==> config.mk <==
export PLATFORM = sky130hd
export DESIGN_NAME = keypad_entry_controller
export DESIGN_NICKNAME = d
export VERILOG_FILES = /design/src/rtl/keypad_pkg.sv /design/src/rtl/key_event_fifo.sv /design/src/rtl/keypad_entry_controller.sv
export SDC_FILE = /design/constraint.sdc
export NUM_CORES = 1
export LEC_CHECK = 0
export BUFFER_PORTS_ARGS = -buffer_cell sky130_fd_sc_hd__buf_2
export CAP_MARGIN = 15
export CORE_AREA = 2 2 87 89
export DETAILED_ROUTE_END_ITERATION = 12
export DIE_AREA = 0 0 89 91
export PLACE_DENSITY_LB_ADDON = 0.12
export SLEW_MARGIN = 10
export SYNTH_ARGS = -nofsm -noshare
export SYNTH_HDL_FRONTEND = slang
export SYNTH_HIERARCHICAL = 1
export SYNTH_SLANG_ARGS = --single-unit
==> constraint.sdc <==
create_clock -name clock -period 2.4 [get_ports clock]
set_input_delay 0.36 -clock clock [delete_from_list [all_inputs] [get_ports clock]]
set_output_delay 0.36 -clock clock [all_outputs]
set_load 0.01 [all_outputs]
==> src/rtl/keypad_pkg.sv <==
// Shared definitions for the keypad entry path: key width, empty code, FSM states.
package keypad_pkg;
  localparam int KEY_W = 4;
  localparam logic [KEY_W-1:0] NO_KEY = '0;

  typedef enum logic [2:0] {
    ST_IDLE     = 3'd0,
    ST_DEBOUNCE = 3'd1,
    ST_PRESSED  = 3'd2,
    ST_REPEAT   = 3'd3,
    ST_RELEASE  = 3'd4
  } kstate_t;
endpackage

==> src/rtl/key_event_fifo.sv <==
// Show-ahead event FIFO. Pointers carry one extra wrap bit so count = wr - rd.
// A push while full is accepted only when a pop frees a slot in the same cycle.
module key_event_fifo #(
  parameter int DEPTH = 4,
  parameter int WIDTH = 4
) (
  input  logic                   clock,
  input  logic                   reset,
  input  logic                   push,
  input  logic                   pop,
  input  logic [WIDTH-1:0]       din,
  output logic [WIDTH-1:0]       dout,
  output logic                   full,
  output logic                   empty,
  output logic [$clog2(DEPTH):0] count
);
  localparam int AW = $clog2(DEPTH);

  logic [WIDTH-1:0] mem [DEPTH];
  logic [AW:0]      wr, rd;
  logic             do_push, do_pop;

  assign do_pop  = pop & ~empty;
  assign do_push = push & (~full | do_pop);
  assign count   = wr - rd;
  assign empty   = (wr == rd);
  assign full    = (count == (AW+1)'(DEPTH));
  assign dout    = empty ? '0 : mem[rd[AW-1:0]];

  // pointer update; storage itself needs no reset since dout is masked when empty
  always_ff @(posedge clock or negedge reset) begin
    if (!reset) begin
      wr <= '0;
      rd <= '0;
    end else begin
      if (do_push) wr <= wr + 1'b1;
      if (do_pop)  rd <= rd + 1'b1;
    end
  end

  // entry storage
  always_ff @(posedge clock) begin
    if (do_push) mem[wr[AW-1:0]] <= din;
  end
endmodule

==> src/rtl/keypad_entry_controller.sv <==
// Debounce, typematic repeat and event buffering for the hex keypad scanner.
module keypad_entry_controller
  import keypad_pkg::*;
#(
  parameter int DEBOUNCE_CYCLES = 4,
  parameter int REPEAT_DELAY    = 50,
  parameter int REPEAT_RATE     = 10,
  parameter int FIFO_DEPTH      = 4,
  parameter int CNT_W           = 8
) (
  input  logic                        clock,
  input  logic                        reset,
  input  logic [KEY_W-1:0]            Code,
  input  logic                        Valid,
  input  logic                        enable,
  input  logic                        rd_en,
  input  logic                        clr_ovf,
  output logic [KEY_W-1:0]            key_code,
  output logic                        key_avail,
  output logic [$clog2(FIFO_DEPTH):0] key_count,
  output logic                        held,
  output logic                        overflow
);
  // compare against N-1 so the event fires in the Nth counted cycle
  localparam logic [CNT_W-1:0] DEB_LAST = CNT_W'(DEBOUNCE_CYCLES - 1);
  localparam logic [CNT_W-1:0] DLY_LAST = CNT_W'(REPEAT_DELAY - 1);
  localparam logic [CNT_W-1:0] RPT_LAST = CNT_W'(REPEAT_RATE - 1);
  localparam logic             DLY_ON   = (REPEAT_DELAY != 0);
  localparam logic             DEB_ONE  = (DEBOUNCE_CYCLES == 1);

  kstate_t          state;
  logic [CNT_W-1:0] cnt;
  logic [KEY_W-1:0] lat;
  logic             same;
  logic             push_evt;
  logic [KEY_W-1:0] evt_code;
  logic             fifo_full, fifo_empty, pop_eff, drop;

  assign same     = Valid & (Code == lat);
  assign evt_code = (state == ST_IDLE) ? Code : lat;
  assign pop_eff  = rd_en & ~fifo_empty;
  assign drop     = push_evt & fifo_full & ~pop_eff;
  assign key_avail = ~fifo_empty;

  // event strobe: fires in the same cycle the FSM takes the event transition
  always_comb begin
    push_evt = 1'b0;
    if (enable) begin
      case (state)
        ST_IDLE:     push_evt = Valid & DEB_ONE;
        ST_DEBOUNCE: push_evt = same & (cnt == DEB_LAST);
        ST_PRESSED:  push_evt = same & DLY_ON & (cnt == DLY_LAST);
        ST_REPEAT:   push_evt = same & (cnt == RPT_LAST);
        default:     push_evt = 1'b0;
      endcase
    end
  end

  // press/repeat/release sequencer; held is registered alongside the state
  always_ff @(posedge clock or negedge reset) begin
    if (!reset) begin
      state <= ST_IDLE;
      cnt   <= '0;
      lat   <= NO_KEY;
      held  <= 1'b0;
    end else if (!enable) begin
      state <= ST_IDLE;
      cnt   <= '0;
      held  <= 1'b0;
    end else begin
      case (state)
        ST_IDLE: if (Valid) begin
          lat <= Code;
          if (DEB_ONE) begin
            state <= ST_PRESSED;
            cnt   <= '0;
            held  <= 1'b1;
          end else begin
            state <= ST_DEBOUNCE;
            cnt   <= CNT_W'(1);
          end
        end
        ST_DEBOUNCE: begin
          if (!same) begin
            state <= ST_IDLE;
            cnt   <= '0;
          end else if (cnt == DEB_LAST) begin
            state <= ST_PRESSED;
            cnt   <= '0;
            held  <= 1'b1;
          end else cnt <= cnt + 1'b1;
        end
        ST_PRESSED: begin
          if (!same) begin
            state <= ST_RELEASE;
            cnt   <= '0;
            held  <= 1'b0;
          end else if (DLY_ON) begin
            if (cnt == DLY_LAST) begin
              state <= ST_REPEAT;
              cnt   <= '0;
            end else cnt <= cnt + 1'b1;
          end
        end
        ST_REPEAT: begin
          if (!same) begin
            state <= ST_RELEASE;
            cnt   <= '0;
            held  <= 1'b0;
          end else if (cnt == RPT_LAST) cnt <= '0;
          else cnt <= cnt + 1'b1;
        end
        ST_RELEASE: begin
          // any key activity restarts the release window; no direct rollover
          if (Valid) cnt <= '0;
          else if (cnt == DEB_LAST) begin
            state <= ST_IDLE;
            cnt   <= '0;
          end else cnt <= cnt + 1'b1;
        end
        default: begin
          state <= ST_IDLE;
          cnt   <= '0;
          held  <= 1'b0;
        end
      endcase
    end
  end

  // sticky drop flag; a new drop outranks a clear in the same cycle
  always_ff @(posedge clock or negedge reset) begin
    if (!reset)       overflow <= 1'b0;
    else if (drop)    overflow <= 1'b1;
    else if (clr_ovf) overflow <= 1'b0;
  end

  key_event_fifo #(.DEPTH(FIFO_DEPTH), .WIDTH(KEY_W)) u_fifo (
    .clock (clock),
    .reset (reset),
    .push  (push_evt),
    .pop   (rd_en),
    .din   (evt_code),
    .dout  (key_code),
    .full  (fifo_full),
    .empty (fifo_empty),
    .count (key_count)
  );
endmodule

==> metrics.txt, run 1 <==
postcts setup bufs=0; Crit Path Category=flop to flop; Top-Level Pins=20; layout cells sized above 1=30.5%; final WL=4890 µm; worst endpoint data arrival time=2.39 ns; Worst VDD drop=0.279 mV; maximum clock path buffer count=2; Multi-input gate area=1130 µm²; RSZ-0062 raised after global routing=false; CP max stage cell=dfrtp_1; Seq. cell area=1060 µm²; endpoint class of the critical path=flop; post-synthesis cell type count=49; Setup Viol. Count Final=0; CTS H-tree lvls=2; part of the Yosys area used for sequential elements=46.2%; Ant. Diodes=0; Crit Path Max Fanout=4; Detail Placement HPWL=3620 µm; Synth Flop Type=dfrtp_1; crit-path leading delay family=adder cells; top post-synthesis cells by area=dfrtp_1, edfxtp_1, ha_1, mux2_2, mux4_2; Starting Density=32.0%; Final Power=2.22 mW; hold_buf cts=0; Final Hold Vio Count=0; fin. max-slew vios=0; Synth top cells by count=dfrtp_1, edfxtp_1, inv_1, nand2_1, nand3_1; Vias/cell=4.84; Mapped Cells=201; crit start category=flop; Worst Skew=0.0119 ns; Worst Path Buf+Inv=2; Routability Congestion=0.757; DRT iter0 DRCs=48; GRT Total Usage=13.0%; setup TNS=0 ns; number of remaining DRC errors=0; P_leak=1.10 nW; worst endpoint required time=2.58 ns; slew margin rel.=58.7%; CTS sink cnt=39; Yosys top cell by area=dfrtp_1; vias in the first global route=1,672; pwr/cell area=819 nW/µm²; Post-synth ARST share=59.0%; Initial DRT Pass Iterations=4; Final min period=2.21 ns; measured slew at the worst slew-check pin=0.619 ns; site row count=31; Ys Warns=6; CTS Buf Count=5; GRT Residual Overflow=0; Reg clk slew, reported paths=0.08 ns; MaxCap Viol Count=0; most frequent cell after synthesis=dfrtp_1; Die Width=89 µm; worst hold path class=primary input to asynchronous set/reset pin; fin nets=252; CTS tree=yes; worst skew pair latency=0.29 ns; period utilisation layout=92.2%; Post-synth EDFFs=16; smallest hold slack=0.0745 ns; Die Area=8100 µm²; antenna violations before repair=0; # port buffers=19; status=finished clean; Post-Layout Inst Area=2710 µm²; CTS root buf=clkbuf_8; Die Y=91 µm; pin count of the biggest net entering global routing=24; core region area=7140 µm²; Synth Register Bits=39; synthesis-to-finish area growth=18.4%; Vias=1,608; area post-placement=2560 µm²; top cell type's share of synthesized area=25.2%; Critical Path, Cell by Cell=inv_1 > ha_1 > fa_1 > xor3_2 > and3_4 > a21oi_4 > buf_4 > mux2_4; Filler cells=749; WL/cell=14.7 µm; Routed Antenna Nets=0; first-pass GRT wire length=8070 µm; Syn Nets=221; FMAX=0.452 GHz; Crit path largest cell delay=0.38 ns; Post-Syn Area=2290 µm²; syn avg cell area=11.4 µm²
==> cells in the final DEF, fill, tap and decap left out, drive strengths merged, types with 3 or more instances in the layout <==
master / netlist / final
clkbuf: 2 / 6
a31oi: 7 / 7
mux2i: 3 / 3
mux2: 10 / 10
nand3: 11 / 11
xnor2: 3 / 3
nor3: 5 / 5
edfxtp: 16 / 16
xor2: 5 / 5
ha: 9 / 9
a41oi: 3 / 3
a21oi: 4 / 4
nor2b: 8 / 8
mux4: 4 / 4
nand2: 13 / 13
o21ai: 8 / 8
nand3b: 3 / 3
nor2: 8 / 8
and3: 5 / 5
dfrtp: 23 / 23
inv: 15 / 15
and2: 4 / 4
buf: 8 / 34
==> stage by stage <==
stage | utilization [%] | setup slack (ns) | instances
after floorplan | - | 0.219 | 201
after global routing | 37.9 | 0.0190 | 332
after CTS | 37.7 | 0.00758 | 332
final | 37.9 | 0.188 | 332
after detailed placement | 35.8 | -0.0238 | 324
after global placement | 35.8 | 0.0494 | 324
==> per-layer routing <==
layer	wire (µm)	vias to the layer above	track usage [%]	share of wire [%]
li1	-	794	-	-
met1	2270	782	16.9	46
met3	167	8	3.18	3.4
met4	71	0	4.23	1.5
met2	2380	24	21.0	49
met5	0	-	0	0
==> area by class of cell <==
cell class	count	share of cell area (%)
Clock buffer	6	2.68
Multi-Input combinational cell	137	41.7
Clock inverter	2	2.22
Tap cell	99	4.58
Inverter	15	2.08
Timing Repair Buffer	34	7.67
Sequential cell	39	39.0
==> timing repair <==
item                       in CTS  in global routing
hold endpoints to repair        0                  0
setup endpoints to repair       0                 18
resized for setup               0                  6
==> registers in the layout, summed over array words and instances (netlist names) <==
signal	cells
state	3
cnt	8
held	1
u_fifo/mem	16
lat	4
u_fifo/wr	3
u_fifo/rd	3
overflow	1
==> logic make-up (layout without fill, tap and decap cells) <==
family	after synthesis	in the layout	share of synthesized area, %
muxes	17	17	10.3
and+or+nand+nor	70	70	17.8
adders and majority gates	10	10	5.80
DFF	39	39	46.2
xor gates and xnor gates	9	9	4.16
buffers and inverters	25	57	5.09
AOI/OAI and AO/OA	31	31	10.6
==> final timing paths <==
path                       cells past startpoint    startpoint            to  slack (ns)
max                                            8  u_fifo/wr[0]  u_fifo/wr[1]        0.19
max in group asynchronous                      1         reset        cnt[0]        1.91
min                                            1         reset        lat[0]        0.07
min reg2reg                                    1      overflow      overflow        0.49
max reg2reg                                    8  u_fifo/wr[0]  u_fifo/wr[1]        0.19
min in group clock                             2       Code[1]        lat[1]        0.33
==> report_power, final <==
group / switching, mW / total (mW) / internal, mW
combinational: 0.352 / 0.723 / 0.371
clock: 0.231 / 0.646 / 0.416
sequential: 0.0743 / 0.846 / 0.772
==> worst reg2reg max path: cells and delay by family, from the launching register on <==
kind	cells	cell delay [ns]
compound gates	1	0.14
xor+xnor	1	0.24
fa+ha+maj	2	0.59
buf+inv	2	0.25
flops	1	0.38
mux	1	0.29
simple gates	1	0.22
(Power assumes the default switching activity.)
==> inputs of run 2 (changes only) <==
--- a/config.mk
+++ b/config.mk
@@ -5,11 +5,12 @@
 export SDC_FILE = /design/constraint.sdc
 export NUM_CORES = 1
 export LEC_CHECK = 0
+export ABC_AREA = 1
 export BUFFER_PORTS_ARGS = -buffer_cell sky130_fd_sc_hd__buf_2
 export CAP_MARGIN = 15
-export CORE_AREA = 2 2 87 89
+export CORE_AREA = 2 2 89 91
 export DETAILED_ROUTE_END_ITERATION = 12
-export DIE_AREA = 0 0 89 91
+export DIE_AREA = 0 0 91 93
 export PLACE_DENSITY_LB_ADDON = 0.12
 export SLEW_MARGIN = 10
 export SYNTH_ARGS = -nofsm -noshare
==> run 2 against run 1 <==
Net effect: synthesized cell count is 48% higher; wire length is 4.9% higher; final area is 2.5% higher; count of clock-buffer cells in the layout decreased by 1; sequential power is 2% lower; combinational power increased by 11%; hold slack got worse by 0.013 ns; final cell count rose by 29%; die area grew 4.5%; via count grew 17%; highest routed layer unchanged.
==> metrics.txt, run 2 <==
crit-path leading delay family=adder cells; CTS sink cnt=39; placed cell count=420; CTS H-tree lvls=2; Synth top cells by count=nand2_1, inv_1, nor2_1, dfrtp_1, o21ai_0; GRT Total Usage=13.7%; crit start category=flop; Synth Register Bits=39; Setup Viol. Count Final=0; Worst Skew=0.00610 ns; max reg flops=16; hold_buf cts=0; WL/cell=12.0 µm; Post-synth ARST share=59.0%; fin nets=345; Post-synth EDFFs=16; Yosys top cell by area=dfrtp_1; most frequent cells in the layout=nand2_1, inv_1, nor2_1, dfrtp_1, o21ai_0; Detail Placement HPWL=3960 µm; status=finished clean; DRT iter0 DRCs=63; Crit Path Max Fanout=4; Comb power frac=36.6%; Synth Flop Type=dfrtp_1; Final min period=2.18 ns; Sw Pwr=0.816 mW; vias in the first global route=1,911; Worst Path Buf+Inv=3; worst hold path class=primary input to asynchronous set/reset pin; antenna violations before repair=0; area post-placement=2630 µm²; Ant. Diodes=0; Worst path most repeated cell=inv_1; Final Hold Vio Count=0; syn avg cell area=8.04 µm²; Post-Layout Inst Area=2770 µm²; Die Width=91 µm; fin. max-slew vios=0; top post-synthesis cells by area=dfrtp_1, edfxtp_1, nand2_1, inv_1, nor2_1; CTS root buf=clkbuf_8; power share of the sequential group=38.0%; P_leak=1.32 nW; Worst VDD drop=0.287 mV; part of the Yosys area used for sequential elements=44.1%; Filler cells=820; post-synthesis cell type count=31; site row count=32; most frequent cell after synthesis=nand2_1; Die Area=8460 µm²; Syn Nets=318; GRT Residual Overflow=0; worst endpoint required time=2.04 ns; core region area=7530 µm²; pwr/cell area=790 nW/µm²; CTS Buf Count=5; Critical Path, Cell by Cell=inv_1 > ha_1 > fa_1 > inv_1 > nand3_1 > nand2_2 > buf_2; first-pass GRT wire length=9170 µm; Routed Antenna Nets=0; Cell Count, Final, Fillers Out=428; Crit path largest cell delay=0.40 ns; number of remaining DRC errors=0; postcts setup bufs=0; r2r endpoint=u_fifo/mem[2][0]; R2R Path Start=cnt[0]; RSZ-0062 raised after global routing=false; Routability Congestion=0.871; setup slack, reg-to-reg=0.22 ns; CTS tree=yes; Vias=1,882; final worst-path setup slack=0.215 ns; Int Power=1.37 mW; FMAX=0.458 GHz; CP max stage cell=dfrtp_1; Post-Syn Area=2400 µm²; final WL=5130 µm; Clk pwr share=25.4%; # port buffers=19; Initial DRT Pass Iterations=4; dpl ws=0.0728 ns; worst skew pair latency=0.29 ns; Vias/cell=4.40; Mapped Cells=298; Die Y=93 µm; switching part of the total=37.3%; pin count of the biggest net entering global routing=24; commonest non-fill, non-tap cell in the layout=nand2_1; endpoint class of the critical path=output port; synthesis-to-finish area growth=15.7%; MaxCap Viol Count=0; Reg2Reg Depth=9; period utilisation layout=91.0%; Reg clk slew, reported paths=0.08 ns; setup TNS=0 ns; Crit Path Category=flop to output port; Setup crit start=u_fifo/wr[0]; measured slew at the worst slew-check pin=0.586 ns; Ys Warns=6; worst endpoint data arrival time=1.82 ns; layout cells sized above 1=23.3%; maximum clock path buffer count=2; top cell type's share of synthesized area=24.0%; Starting Density=31.8%; Resized cells post-CTS=0; slew margin rel.=60.9%; Top-Level Pins=20
run 2: changes by cell type after synthesis, moves of 5 or more:
cell and delta:
inv_1 +27, o21ai_0 +13, nand2_1 +49, nor2_2 +9, nand3_1 +8, o21ai_1 +5
a31oi_1 -7, nor2_1 +27, inv_2 +8, a21oi_1 +5, nor2b_1 -8, mux2_2 -9
run 2: metrics by stage:
step                      util, %  total power, mW  hold slack, ns
final                        36.8             2.19          0.0613
after global routing         36.8             2.39           0.125
after CTS                    36.4             2.23          0.0930
after detailed placement     34.9             1.66           0.412
after global placement       34.9             1.66           0.407
after floorplan                 -             1.40          0.0644
run 2: metal layers:
metal | vias up | share of wire [%] | track usage (%)
met4 | 0 | 0.99 | 3.79
met2 | 19 | 46 | 22.3
li1 | 1003 | - | -
met3 | 5 | 3.2 | 2.58
met1 | 855 | 49 | 18.7
met5 | - | 0 | 0
run 2: area by class of cell:
type / count / area, µm² / area share (%)
Tap cell: 102 / 128 / 4.60
Sequential cell: 39 / 1060 / 38.1
Multi-Input combinational cell: 204 / 1150 / 41.7
Clock inverter: 3 / 43.8 / 1.58
Inverter: 52 / 195 / 7.04
Clock buffer: 5 / 68.8 / 2.48
Timing Repair Buffer: 23 / 125 / 4.51
run 2: logic make-up (layout without fill, tap and decap cells):
kind of cell	Yosys count	after routing	share of synthesized area (%)
XOR/XNOR	6	6	2.19
AND/OR/NAND/NOR	148	148	29.8
flip-flops	39	39	44.1
buffers and inverters	55	83	9.03
adder cells (fa/ha/maj)	10	10	5.54
AO/OA/AOI/OAI	40	40	9.40
run 2: worst reg2reg max path, delay by kind of cell (launching register included):
| kind | cells | cell delay, ns |
|---|---|---|
| compound gates | 1 | 0.20 |
| fa+ha+maj | 1 | 0.23 |
| buf+inv | 1 | 0.08 |
| flops | 1 | 0.44 |
| simple gates | 6 | 0.92 |
run 2: power by group through the flow:
stage / sequential, mW / combinational (mW) / clock [mW]
final: 0.832 / 0.802 / 0.556
after CTS: 0.830 / 0.818 / 0.579
after global placement: 0.844 / 0.814 / 0
after floorplan: 0.829 / 0.567 / 0
after global routing: 0.844 / 0.942 / 0.604
after detailed placement: 0.844 / 0.813 / 0
run 2: worst max path at each step:
stage	end	slack (ns)	cells after the start
3_5_place_dp	u_fifo/mem[0][2]	0.07	12
4_1_cts	u_fifo/mem[0][2]	0.06	12
6_report	key_count[2]	0.22	7
5_1_grt	u_fifo/mem[3][2]	0.04	14
3_3_place_gp	u_fifo/mem[1][2]	0.17	12
2_1_floorplan	u_fifo/mem[0][0]	0.35	12
==> inputs of run 3 (changes only) <==
--- a/config.mk
+++ b/config.mk
@@ -8,12 +8,11 @@
 export ABC_AREA = 1
 export BUFFER_PORTS_ARGS = -buffer_cell sky130_fd_sc_hd__buf_2
 export CAP_MARGIN = 15
-export CORE_AREA = 2 2 89 91
+export CORE_AREA = 2 2 87 89
 export DETAILED_ROUTE_END_ITERATION = 12
-export DIE_AREA = 0 0 91 93
+export DIE_AREA = 0 0 89 91
 export PLACE_DENSITY_LB_ADDON = 0.12
 export SLEW_MARGIN = 10
 export SYNTH_ARGS = -nofsm -noshare
 export SYNTH_HDL_FRONTEND = slang
-export SYNTH_HIERARCHICAL = 1
 export SYNTH_SLANG_ARGS = --single-unit
==> constraint.sdc (replaced) <==
create_clock -name clock -period 2.6 [get_ports clock]
set_input_delay 0.39 -clock clock [delete_from_list [all_inputs] [get_ports clock]]
set_output_delay 0.39 -clock clock [all_outputs]
set_load 0.01 [all_outputs]
==> run 3 against run 2 <==
Net effect: via count is 5.9% lower; count of clock-buffer cells in the layout stayed put; sequential share of layout area is 1.8 points higher; die area is 4.3% lower; non-clock buffer count is 4 lower; global-route usage is 0.54 points lower; core utilization is 0.19 points higher; wire length is 7.5% lower; first-iteration DRC count is 25% higher; largest cell class unchanged.
==> metrics.txt, run 3 <==
Syn Nets=298; postcts setup bufs=0; Ant. Diodes=0; top post-synthesis cells by area=dfrtp_1, edfxtp_1, nand2_1, nor2_1, inv_1; number of remaining DRC errors=0; R2R Path Start=u_fifo.rd[0]; # port buffers=19; Cell Count, Final, Fillers Out=402; DRT iter0 DRCs=79; worst hold path class=primary input to asynchronous set/reset pin; Routability Congestion=0.792; pwr/cell area=869 nW/µm²; Reg clk slew, reported paths=0.08 ns; max reg flops=16; Vias=1,771; P_leak=1.26 nW; RSZ-0062 raised after global routing=false; Worst VDD drop=0.322 mV; top cell type's share of synthesized area=24.8%; pin count of the biggest net entering global routing=24; status=finished clean; Crit Path Max Fanout=11; Yosys top cell by area=dfrtp_1; WL/cell=11.8 µm; GRT Total Usage=13.1%; setup slack, reg-to-reg=0.36 ns; Crit Path Category=flop to flop; Synth Flop Type=dfrtp_1; Final Hold Vio Count=0; measured slew at the worst slew-check pin=0.594 ns; CTS tree=yes; crit start category=flop; period utilisation layout=86.1%; Post-synth EDFFs=16; Reg2Reg Depth=6; worst endpoint data arrival time=2.21 ns; final WL=4740 µm; Die Y=91 µm; Die Area=8100 µm²; core region area=7140 µm²; GRT Residual Overflow=0; most frequent cells in the layout=nand2_1, nor2_1, inv_1, dfrtp_1, o21ai_0; Synth Register Bits=39; vias in the first global route=1,682; Starting Density=32.5%; MaxCap Viol Count=0; maximum clock path buffer count=2; Vias/cell=4.41; Initial DRT Pass Iterations=4; hold_buf cts=0; placed cell count=394; part of the Yosys area used for sequential elements=45.5%; CTS Buf Count=5; most frequent cell after synthesis=nand2_1; Die Width=89 µm; fin nets=322; Top-Level Pins=20; worst skew pair latency=0.30 ns; fin. max-slew vios=0; Setup Viol. Count Final=0; Ys Warns=0; syn avg cell area=8.35 µm²; Post-Syn Area=2320 µm²; layout cells sized above 1=21.5%; site row count=31; CTS H-tree lvls=2; CTS sink cnt=39; FMAX=0.447 GHz; antenna violations before repair=0; CTS root buf=clkbuf_8; Synth top cells by count=nand2_1, nor2_1, inv_1, dfrtp_1, o21ai_0; slew margin rel.=60.0%; Mapped Cells=278; Worst Skew=0.00756 ns; post-synthesis cell type count=30; Resized cells post-CTS=0; setup TNS=0 ns; worst endpoint required time=2.57 ns; Detail Placement HPWL=3630 µm; smallest hold slack=0.0832 ns; area post-placement=2530 µm²; endpoint class of the critical path=flop; fin util=37.0%; Final min period=2.24 ns; synthesis-to-finish area growth=13.8%; first-pass GRT wire length=8050 µm; Post-Layout Inst Area=2640 µm²; r2r endpoint=u_fifo.mem[1][3]; Post-synth ARST share=59.0%; commonest non-fill, non-tap cell in the layout=nand2_1; Routed Antenna Nets=0
[run 3: worst max-delay path by stage]
stage          slack (ns)          from  cells past startpoint                to
3_3_place_gp         0.40  u_fifo.rd[0]                      6  u_fifo.mem[1][1]
2_1_floorplan        0.58  u_fifo.wr[0]                      7  u_fifo.mem[0][0]
6_report             0.36  u_fifo.rd[0]                      6  u_fifo.mem[1][3]
3_5_place_dp         0.34  u_fifo.rd[0]                      6  u_fifo.mem[1][1]
4_1_cts              0.32  u_fifo.rd[0]                      6  u_fifo.mem[1][0]
5_1_grt              0.17  u_fifo.rd[1]                      7  u_fifo.mem[1][2]
[run 3: kinds of logic (layout without fill, tap and decap cells)]
group,after synthesis,in the layout,share of synthesized area [%]
AND/OR/NAND/NOR,134,134,27.9
buffers and inverters,45,70,7.49
AO/OA/AOI/OAI,41,41,10.1
flip-flops,39,39,45.5
adder cells (fa/ha/maj),10,10,5.71
XOR/XNOR,9,9,3.39
[run 3: critical path, cell delays in order (launching register included)]
cell      delay (ns)
dfrtp_1         0.50
ha_1            0.27
fa_1            0.38
xor2_1          0.19
nand3b_2        0.13
nand3_2         0.14
nor2_1          0.30
[run 3: metrics by stage]
stage                     power (mW)  setup WS, ns
after CTS                       2.33         0.324
after global placement          1.80         0.404
after global routing            2.51         0.174
after floorplan                 1.54         0.584
after detailed placement        1.80         0.341
final                           2.30         0.362
[run 3: metal layers]
metal / vias up / track usage (%) / routed length [µm]
li1: 940 / - / -
met1: 796 / 17.9 / 2300
met2: 29 / 20.3 / 2200
met3: 6 / 3.91 / 189
met4: 0 / 3.36 / 57
met5: - / 0 / 0
[run 3: cell type report]
type / count / area (µm²)
Clock inverter: 3 / 43.8
Fill cell: 764 / 4490
Multi-Input combinational cell: 194 / 1090
Timing Repair Buffer: 19 / 95.1
Inverter: 43 / 163
Sequential cell: 39 / 1060
Clock buffer: 5 / 68.8
Tap cell: 99 / 124
[run 3: power breakdown]
| group | internal (mW) | switching (mW) | total (mW) |
|---|---|---|---|
| combinational | 0.309 | 0.584 | 0.893 |
| clock | 0.286 | 0.235 | 0.521 |
| sequential | 0.770 | 0.112 | 0.882 |
